<file path="config.mk">
export PLATFORM = sky130hd
export DESIGN_NAME = aes_round_ctrl_flat
export DESIGN_NICKNAME = d
export VERILOG_FILES = /design/src/rtl/aes_pkg.sv /design/src/rtl/aes_round_ctrl_if.sv /design/src/rtl/aes_round_ctrl.sv /design/src/flat_wrapper.sv
export SDC_FILE = /design/constraint.sdc
export NUM_CORES = 1
export LEC_CHECK = 0
export ABC_AREA = 1
export CAP_MARGIN = 20
export CORE_MARGIN = 4
export CORE_UTILIZATION = 41
export CTS_CLUSTER_DIAMETER = 120
export DETAILED_ROUTE_END_ITERATION = 10
export PLACE_DENSITY = 0.79
export SKIP_CTS_REPAIR_TIMING = 1
export SLEW_MARGIN = 20
export SYNTH_ARGS = -nofsm -noshare
export SYNTH_HDL_FRONTEND = slang
export SYNTH_SLANG_ARGS = --single-unit
</file>
<file path="constraint.sdc">
create_clock -name clk_i -period 1.34 [get_ports clk_i]
set_clock_uncertainty 0.1 [all_clocks]
set_input_delay 0.268 -clock clk_i [delete_from_list [all_inputs] [get_ports clk_i]]
set_output_delay 0.268 -clock clk_i [all_outputs]
set_load 0.1 [all_outputs]
</file>
<file path="src/rtl/aes_pkg.sv">
// -----------------------------------------------------------------------------
// aes_pkg
// Shared encodings for the iterative AES core: cipher direction, one-hot key
// length, datapath mux selects, the round sequencer state enum and the bundle
// of registered datapath controls.
//   nr_rounds()   : key length -> round count Nr (non-one-hot falls back to 10)
//   ctrl_decode() : sequencer state -> datapath control bundle
// -----------------------------------------------------------------------------
package aes_pkg;

   // Cipher direction
   localparam logic AES_ENC = 1'b0;
   localparam logic AES_DEC = 1'b1;

   // One-hot key length
   localparam logic [2:0] AES_128 = 3'b001;
   localparam logic [2:0] AES_192 = 3'b010;
   localparam logic [2:0] AES_256 = 3'b100;

   // State register input mux; 0 is the idle value while state_we is low
   localparam logic [1:0] STATE_NONE  = 2'd0;
   localparam logic [1:0] STATE_INIT  = 2'd1;
   localparam logic [1:0] STATE_ROUND = 2'd2;
   localparam logic [1:0] STATE_CLEAR = 2'd3;

   // Add-round-key operand mux
   localparam logic [1:0] ADD_RK_NONE  = 2'd0;
   localparam logic [1:0] ADD_RK_INIT  = 2'd1;
   localparam logic [1:0] ADD_RK_ROUND = 2'd2;
   localparam logic [1:0] ADD_RK_FINAL = 2'd3;

   // Key expander full-key mux; all four codes are used
   localparam logic [1:0] KEY_FULL_ENC_INIT = 2'd0;
   localparam logic [1:0] KEY_FULL_DEC_INIT = 2'd1;
   localparam logic [1:0] KEY_FULL_ROUND    = 2'd2;
   localparam logic [1:0] KEY_FULL_CLEAR    = 2'd3;

   typedef enum logic [2:0] {
      ST_IDLE  = 3'd0,
      ST_INIT  = 3'd1,
      ST_ROUND = 3'd2,
      ST_FINAL = 3'd3,
      ST_DONE  = 3'd4,
      ST_CLEAR = 3'd5
   } round_state_e;

   typedef struct packed {
      logic [1:0] state_sel;
      logic       state_we;
      logic [1:0] add_rk_sel;
      logic       key_step;
      logic [1:0] key_full_sel;
      logic       mix_bypass;
      logic       out_valid;
   } ctrl_t;

   function automatic logic [3:0] nr_rounds(input logic [2:0] key_len);
      case (key_len)
         AES_192: return 4'd12;
         AES_256: return 4'd14;
         default: return 4'd10;
      endcase
   endfunction

   function automatic ctrl_t ctrl_decode(input round_state_e st, input logic mode);
      ctrl_t c;
      c = '0;
      case (st)
         ST_INIT: begin
            c.state_sel    = STATE_INIT;
            c.add_rk_sel   = ADD_RK_INIT;
            c.state_we     = 1'b1;
            c.key_full_sel = (mode == AES_DEC) ? KEY_FULL_DEC_INIT : KEY_FULL_ENC_INIT;
         end
         ST_ROUND, ST_FINAL: begin
            c.state_sel    = STATE_ROUND;
            c.add_rk_sel   = (st == ST_FINAL) ? ADD_RK_FINAL : ADD_RK_ROUND;
            c.state_we     = 1'b1;
            c.key_step     = 1'b1;
            c.key_full_sel = KEY_FULL_ROUND;
            c.mix_bypass   = (st == ST_FINAL);
         end
         ST_DONE: begin
            c.out_valid    = 1'b1;
         end
         ST_CLEAR: begin
            c.state_sel    = STATE_CLEAR;
            c.key_full_sel = KEY_FULL_CLEAR;
            c.state_we     = 1'b1;
         end
         default: ;
      endcase
      return c;
   endfunction

endpackage

</file>
<file path="src/rtl/aes_round_ctrl_if.sv">
// -----------------------------------------------------------------------------
// aes_round_ctrl_if
// Request/response handshake plus datapath control bundle of the AES round
// sequencer.
//   master : the side issuing block requests and consuming results
//   slave  : the round sequencer itself
// -----------------------------------------------------------------------------
interface aes_round_ctrl_if;

   logic       in_valid_i;
   logic       in_ready_o;
   logic       mode_i;
   logic [2:0] key_len_i;
   logic       clear_i;
   logic       out_valid_o;
   logic       out_ready_i;
   logic [1:0] state_sel_o;
   logic       state_we_o;
   logic [1:0] add_rk_sel_o;
   logic       key_step_o;
   logic [1:0] key_full_sel_o;
   logic [3:0] round_o;
   logic       mode_o;
   logic       mix_bypass_o;
   logic       err_o;

   modport master (
      output in_valid_i, mode_i, key_len_i, clear_i, out_ready_i,
      input  in_ready_o, out_valid_o, state_sel_o, state_we_o, add_rk_sel_o,
             key_step_o, key_full_sel_o, round_o, mode_o, mix_bypass_o, err_o
   );

   modport slave (
      input  in_valid_i, mode_i, key_len_i, clear_i, out_ready_i,
      output in_ready_o, out_valid_o, state_sel_o, state_we_o, add_rk_sel_o,
             key_step_o, key_full_sel_o, round_o, mode_o, mix_bypass_o, err_o
   );

endinterface

</file>
<file path="src/rtl/aes_round_ctrl.sv">
// -----------------------------------------------------------------------------
// aes_round_ctrl
// Round sequencer for the iterative AES core. Accepts one block per handshake,
// then walks INIT -> ROUND x(Nr-1) -> FINAL -> DONE, driving the state
// register, add-round-key, key expander and ShiftRows/MixColumns controls.
// Ports:
//   clk_i  : core clock
//   rst_i  : asynchronous reset, active-high
//   bus    : aes_round_ctrl_if.slave (request in, datapath controls out)
// All outputs come from registers, except in_ready_o which also gates on
// clear_i so an abort can never coincide with an accept.
// -----------------------------------------------------------------------------
module aes_round_ctrl
   import aes_pkg::*;
(
   input  logic             clk_i,
   input  logic             rst_i,
   aes_round_ctrl_if.slave  bus
);

   round_state_e r_state;
   round_state_e w_state_nxt;
   logic [3:0]   r_round;
   logic [3:0]   r_nr;
   logic         r_mode;
   logic         r_err;
   ctrl_t        r_ctrl;

   logic         w_accept;
   logic         w_mode_nxt;
   logic [3:0]   w_round_nxt;

   assign w_accept   = (r_state == ST_IDLE) && bus.in_valid_i && !bus.clear_i;
   assign w_mode_nxt = w_accept ? bus.mode_i : r_mode;

   // NOTE: the default assignment first guarantees every path writes
   // w_state_nxt, so no latch is inferred.
   always_comb begin
      w_state_nxt = r_state;
      if (bus.clear_i && (r_state != ST_CLEAR)) begin
         // Abort wins everywhere; in DONE the result handshake still counts.
         w_state_nxt = ST_CLEAR;
      end else begin
         case (r_state)
            ST_IDLE:  if (w_accept) w_state_nxt = ST_INIT;
            ST_INIT:  w_state_nxt = ST_ROUND;
            ST_ROUND: if (r_round == (r_nr - 4'd1)) w_state_nxt = ST_FINAL;
            ST_FINAL: w_state_nxt = ST_DONE;
            ST_DONE:  if (bus.out_ready_i) w_state_nxt = ST_IDLE;
            ST_CLEAR: w_state_nxt = ST_IDLE;
            default:  w_state_nxt = ST_IDLE;
         endcase
      end
   end

   // Round index follows the state entered next cycle, so round_o lines up
   // with the registered controls: 0 in INIT, 1..Nr-1 in ROUND, Nr in FINAL.
   always_comb begin
      w_round_nxt = r_round;
      if (w_accept) begin
         w_round_nxt = 4'd0;
      end else if ((w_state_nxt == ST_ROUND) || (w_state_nxt == ST_FINAL)) begin
         w_round_nxt = r_round + 4'd1;
      end
   end

   // NOTE: sequential state uses non-blocking assignments so every register
   // samples the pre-edge values regardless of statement order.
   always_ff @(posedge clk_i or posedge rst_i) begin
      if (rst_i) begin
         r_state <= ST_IDLE;
         r_round <= 4'd0;
         r_nr    <= 4'd10;
         r_mode  <= AES_ENC;
         r_err   <= 1'b0;
         r_ctrl  <= '0;
      end else begin
         r_state <= w_state_nxt;
         r_round <= w_round_nxt;
         r_mode  <= w_mode_nxt;
         if (w_accept) begin
            r_nr <= nr_rounds(bus.key_len_i);
         end
         // err_o is visible during INIT, one cycle after the offending accept.
         r_err  <= w_accept && !$onehot(bus.key_len_i);
         r_ctrl <= ctrl_decode(w_state_nxt, w_mode_nxt);
      end
   end

   assign bus.in_ready_o     = (r_state == ST_IDLE) && !bus.clear_i;
   assign bus.out_valid_o    = r_ctrl.out_valid;
   assign bus.state_sel_o    = r_ctrl.state_sel;
   assign bus.state_we_o     = r_ctrl.state_we;
   assign bus.add_rk_sel_o   = r_ctrl.add_rk_sel;
   assign bus.key_step_o     = r_ctrl.key_step;
   assign bus.key_full_sel_o = r_ctrl.key_full_sel;
   assign bus.mix_bypass_o   = r_ctrl.mix_bypass;
   assign bus.round_o        = r_round;
   assign bus.mode_o         = r_mode;
   assign bus.err_o          = r_err;

endmodule

</file>
<file path="src/flat_wrapper.sv">
// flat-port wrapper written by rule: the top's interface ports become plain ports
module aes_round_ctrl_flat import aes_pkg::*;
  (clk_i, rst_i, bus_in_valid_i, bus_mode_i, bus_key_len_i, bus_clear_i, bus_out_ready_i, bus_in_ready_o, bus_out_valid_o, bus_state_sel_o, bus_state_we_o, bus_add_rk_sel_o, bus_key_step_o, bus_key_full_sel_o, bus_round_o, bus_mode_o, bus_mix_bypass_o, bus_err_o);
  aes_round_ctrl_if bus_i ();
  input  logic clk_i;
  input  logic rst_i;
  input wire logic [$bits(bus_i.in_valid_i)-1:0] bus_in_valid_i;
  input wire logic [$bits(bus_i.mode_i)-1:0] bus_mode_i;
  input wire logic [$bits(bus_i.key_len_i)-1:0] bus_key_len_i;
  input wire logic [$bits(bus_i.clear_i)-1:0] bus_clear_i;
  input wire logic [$bits(bus_i.out_ready_i)-1:0] bus_out_ready_i;
  output wire logic [$bits(bus_i.in_ready_o)-1:0] bus_in_ready_o;
  output wire logic [$bits(bus_i.out_valid_o)-1:0] bus_out_valid_o;
  output wire logic [$bits(bus_i.state_sel_o)-1:0] bus_state_sel_o;
  output wire logic [$bits(bus_i.state_we_o)-1:0] bus_state_we_o;
  output wire logic [$bits(bus_i.add_rk_sel_o)-1:0] bus_add_rk_sel_o;
  output wire logic [$bits(bus_i.key_step_o)-1:0] bus_key_step_o;
  output wire logic [$bits(bus_i.key_full_sel_o)-1:0] bus_key_full_sel_o;
  output wire logic [$bits(bus_i.round_o)-1:0] bus_round_o;
  output wire logic [$bits(bus_i.mode_o)-1:0] bus_mode_o;
  output wire logic [$bits(bus_i.mix_bypass_o)-1:0] bus_mix_bypass_o;
  output wire logic [$bits(bus_i.err_o)-1:0] bus_err_o;
  assign bus_i.in_valid_i = bus_in_valid_i;
  assign bus_i.mode_i = bus_mode_i;
  assign bus_i.key_len_i = bus_key_len_i;
  assign bus_i.clear_i = bus_clear_i;
  assign bus_i.out_ready_i = bus_out_ready_i;
  assign bus_in_ready_o = bus_i.in_ready_o;
  assign bus_out_valid_o = bus_i.out_valid_o;
  assign bus_state_sel_o = bus_i.state_sel_o;
  assign bus_state_we_o = bus_i.state_we_o;
  assign bus_add_rk_sel_o = bus_i.add_rk_sel_o;
  assign bus_key_step_o = bus_i.key_step_o;
  assign bus_key_full_sel_o = bus_i.key_full_sel_o;
  assign bus_round_o = bus_i.round_o;
  assign bus_mode_o = bus_i.mode_o;
  assign bus_mix_bypass_o = bus_i.mix_bypass_o;
  assign bus_err_o = bus_i.err_o;
  aes_round_ctrl u_core (.clk_i(clk_i), .rst_i(rst_i), .bus(bus_i));
endmodule
</file>
==> impl_results.rst <==
.. list-table::
   :header-rows: 1

   * - Metric
     - Value
   * - Maximum clock rate
     - 0.592 GHz
   * - Power density over cell area
     - between 2000 and 2500 nW/um^2
   * - Area delta synth->final
     - 78.3%
   * - Worst Path Class, Setup
     - reg2out
   * - Leakage power of the design
     - about 0.8 nW
   * - Tmin final
     - 1.69 ns
   * - Effective utilization at floorplan
     - 45.3%
   * - R2R cell count
     - 10
   * - Combinational cell fraction of total power
     - a little over three fifths
   * - Synth Area in Simple Gates
     - 24.1%
   * - Final routed wire length divided by cell count
     - ~14 um
   * - Peak supply drop
     - roughly 1.3 mV
   * - Required time of the worst setup path
     - 0.97 ns
   * - Adder-cell share of the synthesized area
     - under 10%
   * - Area of the die
     - a little over 3000 um^2
   * - Later-pin clock latency in the skew report
     - ~0.30 ns
   * - Global-route total usage across every layer
     - around 16%
   * - Dominant combinational cell family by area after synthesis
     - simple AND/OR/NAND/NOR gates
   * - Endpoint kind of the worst setup timing path
     - output pin
   * - Kind of start point of the critical path
     - register
   * - Mean instance size in the synthesized netlist
     - approximately 8.8 um^2
   * - Layout filler cell count
     - 128
   * - Estimated wirelength of the detail-placed design
     - around 2.0 mm
   * - ANT cells
     - 0
   * - Routability cong.
     - approximately 0.8
   * - Run status
     - complete, but fails checks
   * - Clock root buffer
     - sky130_fd_sc_hd__clkbuf_4
   * - Gate count of the mapped netlist
     - between 100 and 150
   * - Fraction of synthesized cell area in xor and xnor cells
     - 0.947%
   * - CTS buffer count
     - 3
   * - Total power of the final layout
     - around 3.4 mW
   * - Violations in the final reports
     - negative setup slack
   * - Number of rows created at floorplan
     - 16
   * - TritonCTS clock tree
     - done
   * - Global-route wire length before repair
     - slightly below 4 mm
   * - Complex-gate fraction of the synthesized area
     - roughly 8%
   * - RSZ-0062 raised after global routing
     - yes
   * - Antenna violations before repair
     - 0
   * - Number of pins exceeding their max-slew limit in the final report
     - 0
   * - DRC viols
     - 0
   * - Multiplexer share of the synthesized area
     - 0%
   * - Number of input and output port buffers inserted
     - 25
   * - Share of the yosys chip area belonging to registers
     - 51.6%
   * - Worst EP arrival
     - 1.32 ns
   * - Vias per cell
     - 4.88
   * - Total count of hold-check failures in the final report
     - 0
   * - Transition time of the tightest slew-check pin
     - ~0.32 ns
   * - Cell type with the largest total area after synthesis
     - sky130_fd_sc_hd__dfrtp_1
   * - Final number of setup-violating endpoints
     - 22
   * - Max-cap violations
     - 0
   * - Final setup margin
     - -0.348 ns
   * - Number of top-level pins
     - 26
   * - First-pass iteration count of the detailed router
     - 4
   * - Warning count from the yosys run
     - 0
   * - Maximum level of the CTS H-tree
     - 1
   * - Max Root-Sink Buffers
     - 2
   * - Routed wire length
     - about 2.6 mm
   * - Final net count
     - between 150 and 200
   * - Critical path fanouts, max
     - 5
   * - Share of power burned in registers
     - 28.7%
   * - Synth Register Bits
     - 19
   * - Worst slew slack as a fraction of its limit
     - roughly four fifths
   * - CTS clock-pin slew for the worst setup and hold paths
     - 0.10 ns
   * - Min-Delay Path Class
     - in2async
   * - Post-Place Cell Area
     - roughly 1500 um^2
   * - Width of the chip
     - around 55 um
   * - Top cell type's share of synthesized area
     - between 40% and 50%
   * - Fraction of power spent switching nets
     - 50.8%
   * - Netlist area before placement
     - between 900 and 1000 um^2
   * - Overall via count from detail_route
     - between 800 and 900
   * - Syn Nets
     - approximately 120
   * - Net switching power
     - around 1.7 mW
   * - Remaining number of nets flagged by the antenna check after routing
     - 0
   * - Core box area
     - between 2000 and 2500 um^2
   * - Maximum number of pins on one net before global-route repair
     - 11
   * - Remaining global-route overflow
     - 0
   * - Clock sink count
     - 19
   * - Area of all placed cells without fillers
     - roughly 1600 um^2
   * - Die Y
     - 55.5 um
   * - Unique masters post-synth
     - 23
   * - Final period util
     - 126%
   * - Via count of the first global-routing pass
     - 884
   * - Synth area leaders
     - sky130_fd_sc_hd__dfrtp_1 49%, sky130_fd_sc_hd__nand2_1 9.7%, sky130_fd_sc_hd__inv_1 7.3%
   * - First DRT Iteration DRCs
     - 27
   * - Share of total power in the clock network
     - under 10%
   * - Internal power consumption
     - between 1.5 and 2 mW
   * - Share of layout cells above drive strength 1
     - between 50 and 60%
[power groups by stage]
stage / registers [mW] / logic, mW / clock network, mW
after floorplan: 1.62 / 0.528 / 0
after global placement: 0.954 / 1.92 / 0
after CTS: 0.957 / 1.99 / 0.292
after global routing: 0.990 / 2.22 / 0.321
after detailed placement: 0.969 / 1.98 / 0
final: 0.968 / 2.12 / 0.289
[logic make-up (layout without fill, tap and decap cells)]
kind of cell	count (synthesis)	in the layout
flops	19	19
simple gates	48	48
xor+xnor	1	1
buf+inv	23	71
fa+ha+maj	3	3
compound gates	11	11
[through the flow]
| stage | instances | setup slack [ns] | hold slack (ns) | setup TNS, ns | util, % |
|---|---|---|---|---|---|
| floorplan | 105 | -0.356 | 0.118 | -0.475 | - |
| global placement | 173 | -0.291 | 0.430 | -3.68 | 75.4 |
| detailed placement | 173 | -0.379 | 0.440 | -4.86 | 75.4 |
| CTS | 177 | -0.317 | 0.128 | -1.35 | 76.7 |
| global route | 180 | -0.446 | 0.134 | -3.23 | 80.8 |
| finish | 180 | -0.348 | 0.115 | -1.78 | 80.8 |
[synth_stat cells]
master,number
sky130_fd_sc_hd__nand2_1,24
sky130_fd_sc_hd__dfrtp_1,18
sky130_fd_sc_hd__inv_1,18
sky130_fd_sc_hd__nor2_1,11
sky130_fd_sc_hd__o21ai_0,5
sky130_fd_sc_hd__nand3_1,4
sky130_fd_sc_hd__buf_4,3
sky130_fd_sc_hd__nor2_2,3
sky130_fd_sc_hd__a21oi_1,2
sky130_fd_sc_hd__ha_1,2
sky130_fd_sc_hd__inv_2,2
sky130_fd_sc_hd__nor3_1,2
sky130_fd_sc_hd__a211oi_1,1
sky130_fd_sc_hd__dfstp_2,1
sky130_fd_sc_hd__fa_1,1
sky130_fd_sc_hd__nand3_2,1
sky130_fd_sc_hd__nand3_4,1
sky130_fd_sc_hd__nand3b_1,1
sky130_fd_sc_hd__nor3b_1,1
sky130_fd_sc_hd__o211ai_1,1
sky130_fd_sc_hd__o21a_1,1
sky130_fd_sc_hd__o21ai_4,1
sky130_fd_sc_hd__xor2_1,1
[path summary, 6_finish.rpt]
check                                            startpoint                                endpoint  slack [ns]
worst min register to register  u_core.bus.mode_o$_DFF_PP0_             u_core.bus.mode_o$_DFF_PP0_        0.47
worst max register to register   u_core.r_nr[1]$_DFFE_PP1P_       u_core.bus.mix_bypass_o$_DFF_PP0_       -0.27
worst min-delay path                                  rst_i       u_core.bus.round_o[1]$_DFFE_PP0P_        0.12
min in group clk_i                               bus_mode_i             u_core.bus.mode_o$_DFF_PP0_        0.42
max in group asynchronous                             rst_i  u_core.bus.key_full_sel_o[1]$_DFF_PP0_        0.62
worst max-delay path            u_core.r_state[0]$_DFF_PP0_                          bus_in_ready_o       -0.35
[worst max-delay path, stage by stage, from the launching register on]
cell and delay (ns):
sky130_fd_sc_hd__dfrtp_1 0.45, sky130_fd_sc_hd__inv_1 0.12, sky130_fd_sc_hd__nand2_4 0.07, sky130_fd_sc_hd__nor3_4 0.19, sky130_fd_sc_hd__buf_12 0.20
[final cells by class]
type	count	area (um^2)	area share, %
sequential	19	497	30.1
timing repair buffer	47	603	36.6
tap	27	33.8	2.05
clock buffer	4	26.3	1.59
inverter	20	75.1	4.55
multi-input combinational	63	414	25.1
[registers in the layout, indices dropped and copies added, names as in the netlist]
register and count:
u_core.bus.round_o 4, u_core.r_state 3, u_core.bus.add_rk_sel_o 2, u_core.bus.key_full_sel_o 2
u_core.r_nr 2, u_core.bus.err_o 1, u_core.bus.mix_bypass_o 1, u_core.bus.mode_o 1
u_core.bus.out_valid_o 1, u_core.bus.state_sel_o 1, u_core.bus.state_we_o 1
[layer usage]
layer | vias to the layer above | routed length, um | GRT usage [%] | part of all wire [%]
li1 | 417 | - | - | -
met1 | 414 | 974 | 17.4 | 38
met2 | 37 | 1380 | 29.2 | 54
met3 | 10 | 146 | 3.03 | 5.6
met4 | 0 | 80 | 6.94 | 3.1
met5 | - | 0 | 0 | 0
[placed cells by master, fill, tap and decap left out, types with 5 or more instances in the layout]
cell type	count
sky130_fd_sc_hd__nand2_1	18
sky130_fd_sc_hd__buf_4	18
sky130_fd_sc_hd__buf_12	17
sky130_fd_sc_hd__inv_1	12
sky130_fd_sc_hd__dfrtp_1	10
sky130_fd_sc_hd__nor2_1	9
sky130_fd_sc_hd__inv_2	8
sky130_fd_sc_hd__clkdlybuf4s50_1	7
sky130_fd_sc_hd__nand2_2	5
Power figures use the tool's default switching activity.
